$ cat config.mk
export PLATFORM = sky130hd
export DESIGN_NAME = bin_to_bcd_seq
export DESIGN_NICKNAME = d
export VERILOG_FILES = /design/src/rtl/bin_to_bcd_seq.sv
export SDC_FILE = /design/constraint.sdc
export NUM_CORES = 1
export LEC_CHECK = 0
export CORE_MARGIN = 5
export CORE_UTILIZATION = 30
export DETAILED_ROUTE_END_ITERATION = 16
export PLACE_DENSITY = 0.55
export SLEW_MARGIN = 25
export SYNTH_ARGS = -nofsm -noshare
export SYNTH_HDL_FRONTEND = slang
export SYNTH_SLANG_ARGS = --single-unit
$ cat constraint.sdc
create_clock -name Clk -period 5.55 [get_ports Clk]
set_clock_uncertainty 0.1 [all_clocks]
set_input_delay 1.665 -clock Clk [delete_from_list [all_inputs] [get_ports Clk]]
set_output_delay 1.665 -clock Clk [all_outputs]
set_load 0.005 [all_outputs]
$ cat src/rtl/bin_to_bcd_seq.sv
// bin_to_bcd_seq: sequential binary to packed-BCD converter (double dabble).
// It performs one shift per clock behind a start/busy/done handshake. The
// last result is held on bcd/ovf, so a downstream display never shows
// partial values. Results above 10^DIGITS-1 saturate to all nines and set ovf.
// Optional build macro: BIN_TO_BCD_LZ_BLANK_EN enables the registered
// leading-zero blank mask on lz_mask. When it is undefined, lz_mask is tied to 0.

module bin_to_bcd_seq #(
  parameter int IN_WIDTH = 27,
  parameter int DIGITS   = 8
) (
  input  logic                  Clk,
  input  logic                  Reset,
  input  logic                  start,
  input  logic [IN_WIDTH-1:0]   bin,
  output logic                  busy,
  output logic                  done,
  output logic                  ovf,
  output logic [4*DIGITS-1:0]   bcd,
  output logic [DIGITS-1:0]     lz_mask
);

  localparam int BCD_W = 4 * DIGITS;
  localparam int CNT_W = $clog2(IN_WIDTH + 1);
  localparam logic [CNT_W-1:0] LAST_CNT = CNT_W'(IN_WIDTH - 1);

  typedef enum logic [1:0] {
    IDLE  = 2'd0,
    SHIFT = 2'd1,
    DONE  = 2'd2
  } state_t;

  state_t              r_state;
  logic [IN_WIDTH-1:0] r_shreg;
  logic [BCD_W-1:0]    r_scratch;
  logic [CNT_W-1:0]    r_count;
  logic                r_sticky;
  logic                r_busy;
  logic                r_done;
  logic                r_ovf;
  logic [BCD_W-1:0]    r_bcd;

  logic [BCD_W-1:0]    w_adj;
  logic [BCD_W-1:0]    w_nextScratch;
  logic [IN_WIDTH-1:0] w_nextShreg;
  logic                w_nextSticky;
  logic [BCD_W-1:0]    w_result;
  logic                w_finish;

  // Add 3 to every scratch digit of 5 or more, so the next shift carries correctly into the digit above
  always_comb begin
    w_adj = r_scratch;
    for (int i = 0; i < DIGITS; i++) begin
      if (r_scratch[4*i +: 4] >= 4'd5) begin
        w_adj[4*i +: 4] = r_scratch[4*i +: 4] + 4'd3;
      end
    end
  end

  // A 1 leaving the top digit means the prefix already exceeds the digit range, so the result saturates
  assign w_nextScratch = {w_adj[BCD_W-2:0], r_shreg[IN_WIDTH-1]};
  assign w_nextShreg   = {r_shreg[IN_WIDTH-2:0], 1'b0};
  assign w_nextSticky  = r_sticky | w_adj[BCD_W-1];
  assign w_result      = w_nextSticky ? {DIGITS{4'h9}} : w_nextScratch;
  assign w_finish      = (r_state == SHIFT) && (r_count == LAST_CNT);

  // Control FSM with registered handshake outputs; bcd/ovf load only on the edge entering DONE
  always_ff @(posedge Clk) begin
    if (Reset) begin
      r_state   <= IDLE;
      r_shreg   <= '0;
      r_scratch <= '0;
      r_count   <= '0;
      r_sticky  <= 1'b0;
      r_busy    <= 1'b0;
      r_done    <= 1'b0;
      r_ovf     <= 1'b0;
      r_bcd     <= '0;
    end else begin
      case (r_state)
        IDLE: begin
          r_done <= 1'b0;
          if (start) begin
            r_shreg   <= bin;
            r_scratch <= '0;
            r_sticky  <= 1'b0;
            r_count   <= '0;
            r_busy    <= 1'b1;
            r_state   <= SHIFT;
          end
        end
        SHIFT: begin
          r_scratch <= w_nextScratch;
          r_shreg   <= w_nextShreg;
          r_sticky  <= w_nextSticky;
          r_count   <= r_count + 1'b1;
          if (w_finish) begin
            r_state <= DONE;
            r_done  <= 1'b1;
            r_bcd   <= w_result;
            r_ovf   <= w_nextSticky;
          end
        end
        DONE: begin
          r_done  <= 1'b0;
          r_busy  <= 1'b0;
          r_state <= IDLE;
        end
        default: begin
          r_done  <= 1'b0;
          r_busy  <= 1'b0;
          r_state <= IDLE;
        end
      endcase
    end
  end

`ifdef BIN_TO_BCD_LZ_BLANK_EN
  logic [DIGITS-1:0] r_lzMask;
  logic [DIGITS-1:0] w_lzMask;
  logic              w_zeroRun;

  // Walk down from the top digit; a digit is blanked while it and every digit above it are zero
  always_comb begin
    w_lzMask  = '0;
    w_zeroRun = 1'b1;
    for (int i = DIGITS - 1; i >= 1; i--) begin
      w_zeroRun   = w_zeroRun & (w_result[4*i +: 4] == 4'd0);
      w_lzMask[i] = w_zeroRun;
    end
  end

  // The mask is registered alongside bcd so the two always describe the same result
  always_ff @(posedge Clk) begin
    if (Reset) begin
      r_lzMask <= '0;
    end else if (w_finish) begin
      r_lzMask <= w_lzMask;
    end
  end

  assign lz_mask = r_lzMask;
`else
  assign lz_mask = '0;
`endif

  assign busy = r_busy;
  assign done = r_done;
  assign ovf  = r_ovf;
  assign bcd  = r_bcd;

endmodule
* Word level (Yosys, flattened, before mapping)
Cells that the tools add are included.
** Cells by class
- Eq/ne operators :: 4
- Add/subtract/negate cells :: 9
- Order comparisons :: 8
- Bitwise logic cells :: 2
- Muxes and demuxes :: 22
- Reduce and logical (&&, ||, !) cells :: 8
** Operators by type and width (count)
- $mux 32 :: 2
- $pmux 32 s2 :: 1
- $pmux 27 s2 :: 1
- $add 4x2->4 const B :: 8
- $ge 4x3->1 const B :: 8
- $mux 4 :: 8
- $mux 27 :: 1
- $pmux 5 s2 :: 1
- $reduce_and 2->1 :: 4
- $add 5x1->5 const B :: 1
- $eq 5x5->1 const B :: 1
- $mux 5 :: 1
- $mux 2 :: 2
- $ne 2x2->1 const B :: 2
- $pmux 1 s2 :: 2
- $pmux 2 s2 :: 1
- $eq 2x1->1 const B :: 1
- $logic_not 2->1 :: 1
- $mux 1 :: 2
- $reduce_bool 2->1 :: 1
- $reduce_or 2->1 :: 1
- $logic_and 1x1->1 :: 1
- $not 1->1 :: 1
- $or 1x1->1 :: 1
** Storage, ports and cells
- Logic and storage cells :: 62
- Output and inout port bits :: 43
- Register bits after elaboration :: 102
- Input port bits :: 30

* Logic depth before layout (Yosys ltp)
Gate-level depths: netlist of the first run.
- Word-level depth :: 4
- Mapped depth :: 8
- Gate-level depth less buffers :: 6

* Worst setup path before layout of the first run
No wires, ideal clock.
- Path type :: input -> register
- Start :: in start
- End :: reg r_shreg[17]
- Buffers on the path :: 3
- Path slack :: 2.774 ns
- Cell stages on the path :: 7
- Arrival :: 2.559 ns
- Setup time :: 0.117 ns
- Data required time :: 5.333 ns
- Cells stage by stage :: buf_2 o21ba_2 nor2_1 buf_4 buf_2 a22oi_1 nand2_1
** Between the ends
- Longest elaborated chain between the ends :: 2
** Ends and longest elaborated chain
- from (decl) :: line 14 : input logic start,
- $ne 2x2->1 (no line)
- $reduce_and 2->1 (no line)
- to (signal assigned) :: line 84 : r_shreg <= bin;
- to (signal assigned) :: line 94 : r_shreg <= w_nextShreg;
- to (decl) :: line 34 : logic [IN_WIDTH-1:0] r_shreg;
Every way passes these cells.
A chain may end at the register's enable or synchronous reset.

* Final worst setup path of the first run
Ends and elaborated chain as after synthesis.

==> results of run 1 <==
worst max-delay path: stages:
cell	delay, ns
clkdlybuf4s50_1	0.49
o21ba_2	0.47
nor2_2	0.06
buf_4	0.30
a22oi_1	0.24
nand2_1	0.07
per-layer routing:
metal  vias up  GRT usage (%)
met5         -              0
met4         0          3.863
met3        11          3.715
met2        89          21.10
met1      1861          15.38
li1       1945              -
stage by stage:
step	worst slack [ns]	total power [W]	cell area [um2]
after floorplan	2.774	0.0008558	4738
after global placement	2.080	0.0008921	5415
after detailed placement	2.039	0.0008937	5415
after CTS	2.398	0.001538	5713
after global routing	2.298	0.001581	5713
final	2.396	0.001518	5713
cell families after synthesis:
| logic type | after synthesis | synth area share (%) |
|---|---|---|
| multiplexers | 10 | 2.151 |
| XOR/XNOR | 8 | 1.487 |
| adder cells (fa/ha/maj) | 18 | 4.780 |
| AO/OA/AOI/OAI | 141 | 21.43 |
| AND/OR/NAND/NOR | 187 | 19.30 |
| flip-flops | 102 | 43.34 |
| buffers and inverters | 66 | 7.435 |
| other | 1 | 0.07958 |
cell usage in the layout, fill, tap and decap left out, types with 2 or more instances in the layout:
cell type / n
buf_4: 6
nand2_1: 30
nand2b_1: 9
clkdlybuf4s50_1: 63
a21oi_1: 28
conb_1: 8
a31o_2: 16
a2bb2oi_1: 19
nor2_2: 2
o21ai_0: 28
inv_1: 20
nor2_1: 84
xnor2_1: 8
clkbuf_16: 9
a22oi_1: 4
nor3_1: 19
clkinvlp_4: 2
nand4_1: 2
a311oi_1: 14
nand3_1: 2
nor3b_1: 31
a211oi_1: 5
dfxtp_1: 102
mux2i_1: 9
ha_1: 18
or2_2: 2
o22ai_1: 3
a22o_1: 19
worst paths after layout:
kind	start	endpoint	slack, ns	depth (start not counted)
hold reg to reg	r_shreg[8]	r_shreg[9]	0.35	2
setup reg to reg	r_state[1]	r_shreg[17]	3.17	5
hold / removal	r_shreg[8]	r_shreg[9]	0.35	2
setup / recovery	start	r_shreg[17]	2.40	6
synth_stat cells (all sizes together):
master	n	area share, %
a31oi	1	0.13
and2	1	0.19
mux2	1	0.24
o21ai	28	3.0
a22oi	4	0.64
buf	35	5.0
a211oi	5	0.80
a22o	19	3.5
nand2b	9	1.2
a2bb2oi	19	3.5
a21boi	1	0.16
and4b	1	0.21
dfxtp	102	43
mux2i	9	1.9
nand2	30	2.4
conb	1	0.080
nand3	2	0.21
nand4	2	0.27
a311oi	15	2.9
xnor2	8	1.5
o21ba	1	0.21
inv	20	1.6
o22ai	3	0.40
or2	2	0.27
o31a	1	0.19
nor2b	2	0.42
clkbuf	11	0.88
nor2	86	6.9
nor3b	31	4.9
nor3	20	2.1
or3b	1	0.19
a21oi	28	3.0
ha	18	4.8
a31o	16	3.0
flip-flops by register name, indices dropped and copies added (netlist names):
signal     flops
bcd           32
busy           1
done           1
ovf            1
r_count        5
r_scratch     32
r_shreg       27
r_state        2
r_sticky       1
cell type report:
cell class | count | area [um2] | share of cell area, %
Multi-Input combinational cell | 372 | 2354 | 41.20
Sequential cell | 102 | 2042 | 35.74
Timing Repair Buffer | 70 | 680.7 | 11.91
Tap cell | 211 | 264.0 | 4.621
Clock buffer | 10 | 239.0 | 4.183
Inverter | 20 | 75.07 | 1.314
Clock inverter | 5 | 58.81 | 1.029
power groups by stage:
| stage | clock (W) | sequential, W | combinational [W] |
|---|---|---|---|
| floorplan | 0 | 0.000775 | 0.0000803 |
| global placement | 0 | 0.000778 | 0.000114 |
| detailed placement | 0 | 0.000778 | 0.000116 |
| CTS | 0.000661 | 0.000761 | 0.000116 |
| global route | 0.000690 | 0.000764 | 0.000128 |
| finish | 0.000642 | 0.000762 | 0.000115 |
==> flow_metrics.tcl, run 1 <==
set metrics [dict create \
    wirelength_mm 11.21 \
    ctsHoldBuffers 0 \
    hold_viol_final 0 \
    dp_cells 775 \
    fin_crit_ns 3.154 \
    routed-via-count 3906 \
    die_area_um2 18310 \
    syn_inst 533 \
    grt_use_total_pct 12.51 \
    cp_max_fo 38 \
    wl_met3_um 629 \
    ys_seq_area_share_pct 43.34 \
    drive_above_1_share_pct 8.463 \
    clock-root-buffer "clkbuf_16" \
    dpl.hpwl_mm 7.605 \
    clk_path_buf_depth 2 \
    post_cts_buffers 0 \
    cp-start-kind "primary input" \
    swShare_pct 23.29 \
    diodes 0 \
    viasPerCell 4.944 \
    ios 73 \
    met2_wirelength_mm 5.224 \
    cp_data_arrival_time_ns 3.30 \
    dr.pass1.iters 4 \
    worst_slew_pin_slew_ns 1.019 \
    fin_setup_tns_ns 0 \
    cts_tree "done" \
    routed.top_layer "met4" \
    synth.avg_cell_area_um2 8.841 \
    ys_warn_count 0 \
    pwr-share-clk_pct 42.3 \
    outcome "finished, final reports clean" \
    grt_max_degree 51 \
    area_growth_pct 21.24 \
    drc_errors 0 \
    post_drt_wl_per_cell_um 14.19 \
    gp_congestion 0.7920 \
    antenna_left 0 \
    cts-resized-gates 0 \
    internal_power_w 0.001165 \
    drt-met1-wl_mm 5.209 \
    power_switching_w 0.0003536 \
    fmax_ghz 0.3171 \
    endpoint_kind "flop" \
    critPathKind "primary input to flop" \
    path_clk_slew_ns 0.07 \
    report.final.slew_viol_count 0 \
    clkLatencyLatePin_ns 0.35 \
    grt_antenna_before_repair 0 \
    port_buffers 64 \
    nets 623 \
    nFillCells 1574 \
    ir_drop_mv 0.1608 \
    numCtsBuffers 9 \
    die_h_um 135.3 \
    rows 45 \
    grt_overflow_total 0 \
    pwr-share-comb_pct 7.5 \
    start_util_pct 30.77 \
    first_global_vias 3933 \
    grt_pass1_wl_mm 18.76 \
    rsz0062_at_grt "false" \
    netlist_area_um2 4712 \
    max_cap_viol_count 0 \
    min_path_type "flop to flop" \
    powerDensity_nw_per_um2 265.8 \
    cp.required_ns 5.69 \
    finalSetupViolations 0 \
    leakage_nw 2.126 \
    max_slew_margin_pct 31.97 \
    fin_util_pct 37.30 \
    ys_ff_latch 102 \
    drt_iter0_markers 231 \
    core_area_um2 15310 \
    holdWs_ns 0.3500 \
    clkSinkCount 102 \
    min_period_over_period_pct 56.83 \
    pwr-share-seq_pct 50.2 \
    die_w_um 135.3 \
    ys_types 40 \
    finalNonFillerCells 790 \
    cts-htree-levels 3 \
]
Power figures use the tool's default switching activity.
==> run 2: changes to the inputs <==
==> constraint.sdc (replaced) <==
create_clock -name Clk -period 3.2 [get_ports Clk]
set_clock_uncertainty 0.1 [all_clocks]
set_input_delay 0.96 -clock Clk [delete_from_list [all_inputs] [get_ports Clk]]
set_output_delay 0.96 -clock Clk [all_outputs]
set_load 0.005 [all_outputs]
==> flow_metrics.tcl, run 2 (synthesis gave the netlist of run 1 again) <==
set metrics [dict create \
    outcome "finished, final reports clean" \
    min_period_over_period_pct 72.31 \
    reg2reg_to "bcd[12]" \
    cpLargestDelayFamily "buffers and inverters" \
    area_growth_pct 22.38 \
    start_util_pct 30.77 \
    ctsHoldBuffers 0 \
    dpl.hpwl_mm 7.747 \
    path_cells "clkdlybuf4s50_1" \
    grt_antenna_before_repair 0 \
    hold_end "r_shreg[17]" \
    dr.pass1.iters 4 \
    grt_pass1_wl_mm 18.35 \
    rows 45 \
    cp.required_ns 2.14 \
    diodes 0 \
    reg2reg_depth 7 \
    rsz0062_at_grt "false" \
    clk_path_buf_depth 2 \
    post_cts_buffers 0 \
    dp_cells 779 \
    r2r_setup_slack_ns 0.99 \
    worstSetupStartpoint "bcd[28]" \
    placed_cell_area_um2 5458 \
    numCtsBuffers 9 \
    die_h_um 135.3 \
    finalSetupViolations 0 \
    port_buffers 64 \
    endpoint_kind "output port" \
    hp-start "r_shreg[16]" \
    slowest_delay_ns 0.52 \
    cp_max_fo 2 \
    drc_errors 0 \
    core_area_um2 15310 \
    routed-via-count 3905 \
    reg2reg_from "r_scratch[28]" \
    crit_slowest_cell "clkdlybuf4s50_1" \
    wirelength_mm 11.28 \
    fin_crit_ns 2.314 \
    clock-root-buffer "clkbuf_16" \
    cts_tree "done" \
    leakage_nw 2.156 \
    clkSinkCount 102 \
    finalNonFillerCells 795 \
    min_path_type "flop to flop" \
    layout_commonest_cell "dfxtp_1" \
    path_buf_inv 1 \
    first_global_vias 3618 \
    worstHoldPathCells 2 \
    powerDensity_nw_per_um2 463.1 \
    die_w_um 135.3 \
    worst_slew_pin_slew_ns 1.093 \
    final_cell_area_um2 5767 \
    clkLatencyLatePin_ns 0.36 \
    cts-resized-gates 0 \
    fin_setup_tns_ns 0 \
    die_area_um2 18310 \
    cp-start-kind "flop" \
    antenna_left 0 \
    nets 627 \
    max_slew_margin_pct 27.01 \
    grt_max_degree 51 \
    ir_drop_mv 0.2456 \
    grt_use_total_pct 12.41 \
    report.final.slew_viol_count 0 \
    fmax_ghz 0.4322 \
    nFillCells 1564 \
    cts-htree-levels 3 \
    critPathKind "flop to output port" \
    gp_congestion 0.7753 \
    power_w 0.002671 \
    hold_viol_final 0 \
    grt_overflow_total 0 \
    path_clk_slew_ns 0.07 \
    max_cap_viol_count 0 \
    drive_above_1_share_pct 9.075 \
    drt_iter0_markers 165 \
    cp_data_arrival_time_ns 1.25 \
    post_drt_wl_per_cell_um 14.19 \
    most-common-layout-cells "dfxtp_1, nor2_1, clkdlybuf4s50_1" \
    ios 73 \
    viasPerCell 4.912 \
]
-- run 2: cell types whose count changed in the layout (fill, tap and decap cells not counted) --
cell        previous run  this run
clkbuf_1               0         1
buf_12                 0         1
clkinv_4               0         1
inv_8                  0         1
clkinv_2               1         0
clkinvlp_4             2         1
buf_4                  6         9
-- run 2: worst max-delay path by stage --
stage / to / slack (ns) / cells after the start
CTS: bcd[15] / 0.87 / 1
floorplan: r_shreg[17] / 1.13 / 7
detailed placement: r_shreg[9] / 0.55 / 5
global placement: r_shreg[9] / 0.61 / 5
finish: bcd[28] / 0.89 / 1
global route: bcd[19] / 0.74 / 7
-- run 2: routing by layer --
layer  share of wire (%)  wire length [um]  GRT usage, %
met4                 1.6               182         3.695
met5                   0                 0             0
met2                  45              5103         19.61
met3                 5.6               637         3.975
met1                  47              5358         16.22
-- run 2: layout make-up --
cell class	instances	area [um2]	area share, %
multi-input cells	372	2354	40.81
flip-flops and latches	102	2042	35.41
repair buffers	74	723.2	12.54
inverters	20	75.07	1.302
well taps	211	264.0	4.578
clock buffers	11	242.7	4.209
clock inverters	5	66.31	1.150
-- run 2: power by group --
| part | internal, W | leakage [nW] | switching, W |
|---|---|---|---|
| Sequential | 0.00130 | 0.829 | 0.0000194 |
| Combinational | 0.0000973 | 1.18 | 0.000107 |
| Clock | 0.000638 | 0.148 | 0.000507 |
| Total | 0.00204 | 2.16 | 0.000633 |
-- run 2: stage by stage --
step                      worst slack [ns]  utilization, %  hold slack, ns
after floorplan                      1.129               -          0.3160
after global placement              0.6102           35.64          0.3280
after detailed placement            0.5526           35.64          0.3400
after CTS                           0.8742           37.66          0.3435
after global routing                0.7435           37.66          0.3736
final                               0.8860           37.66          0.3442
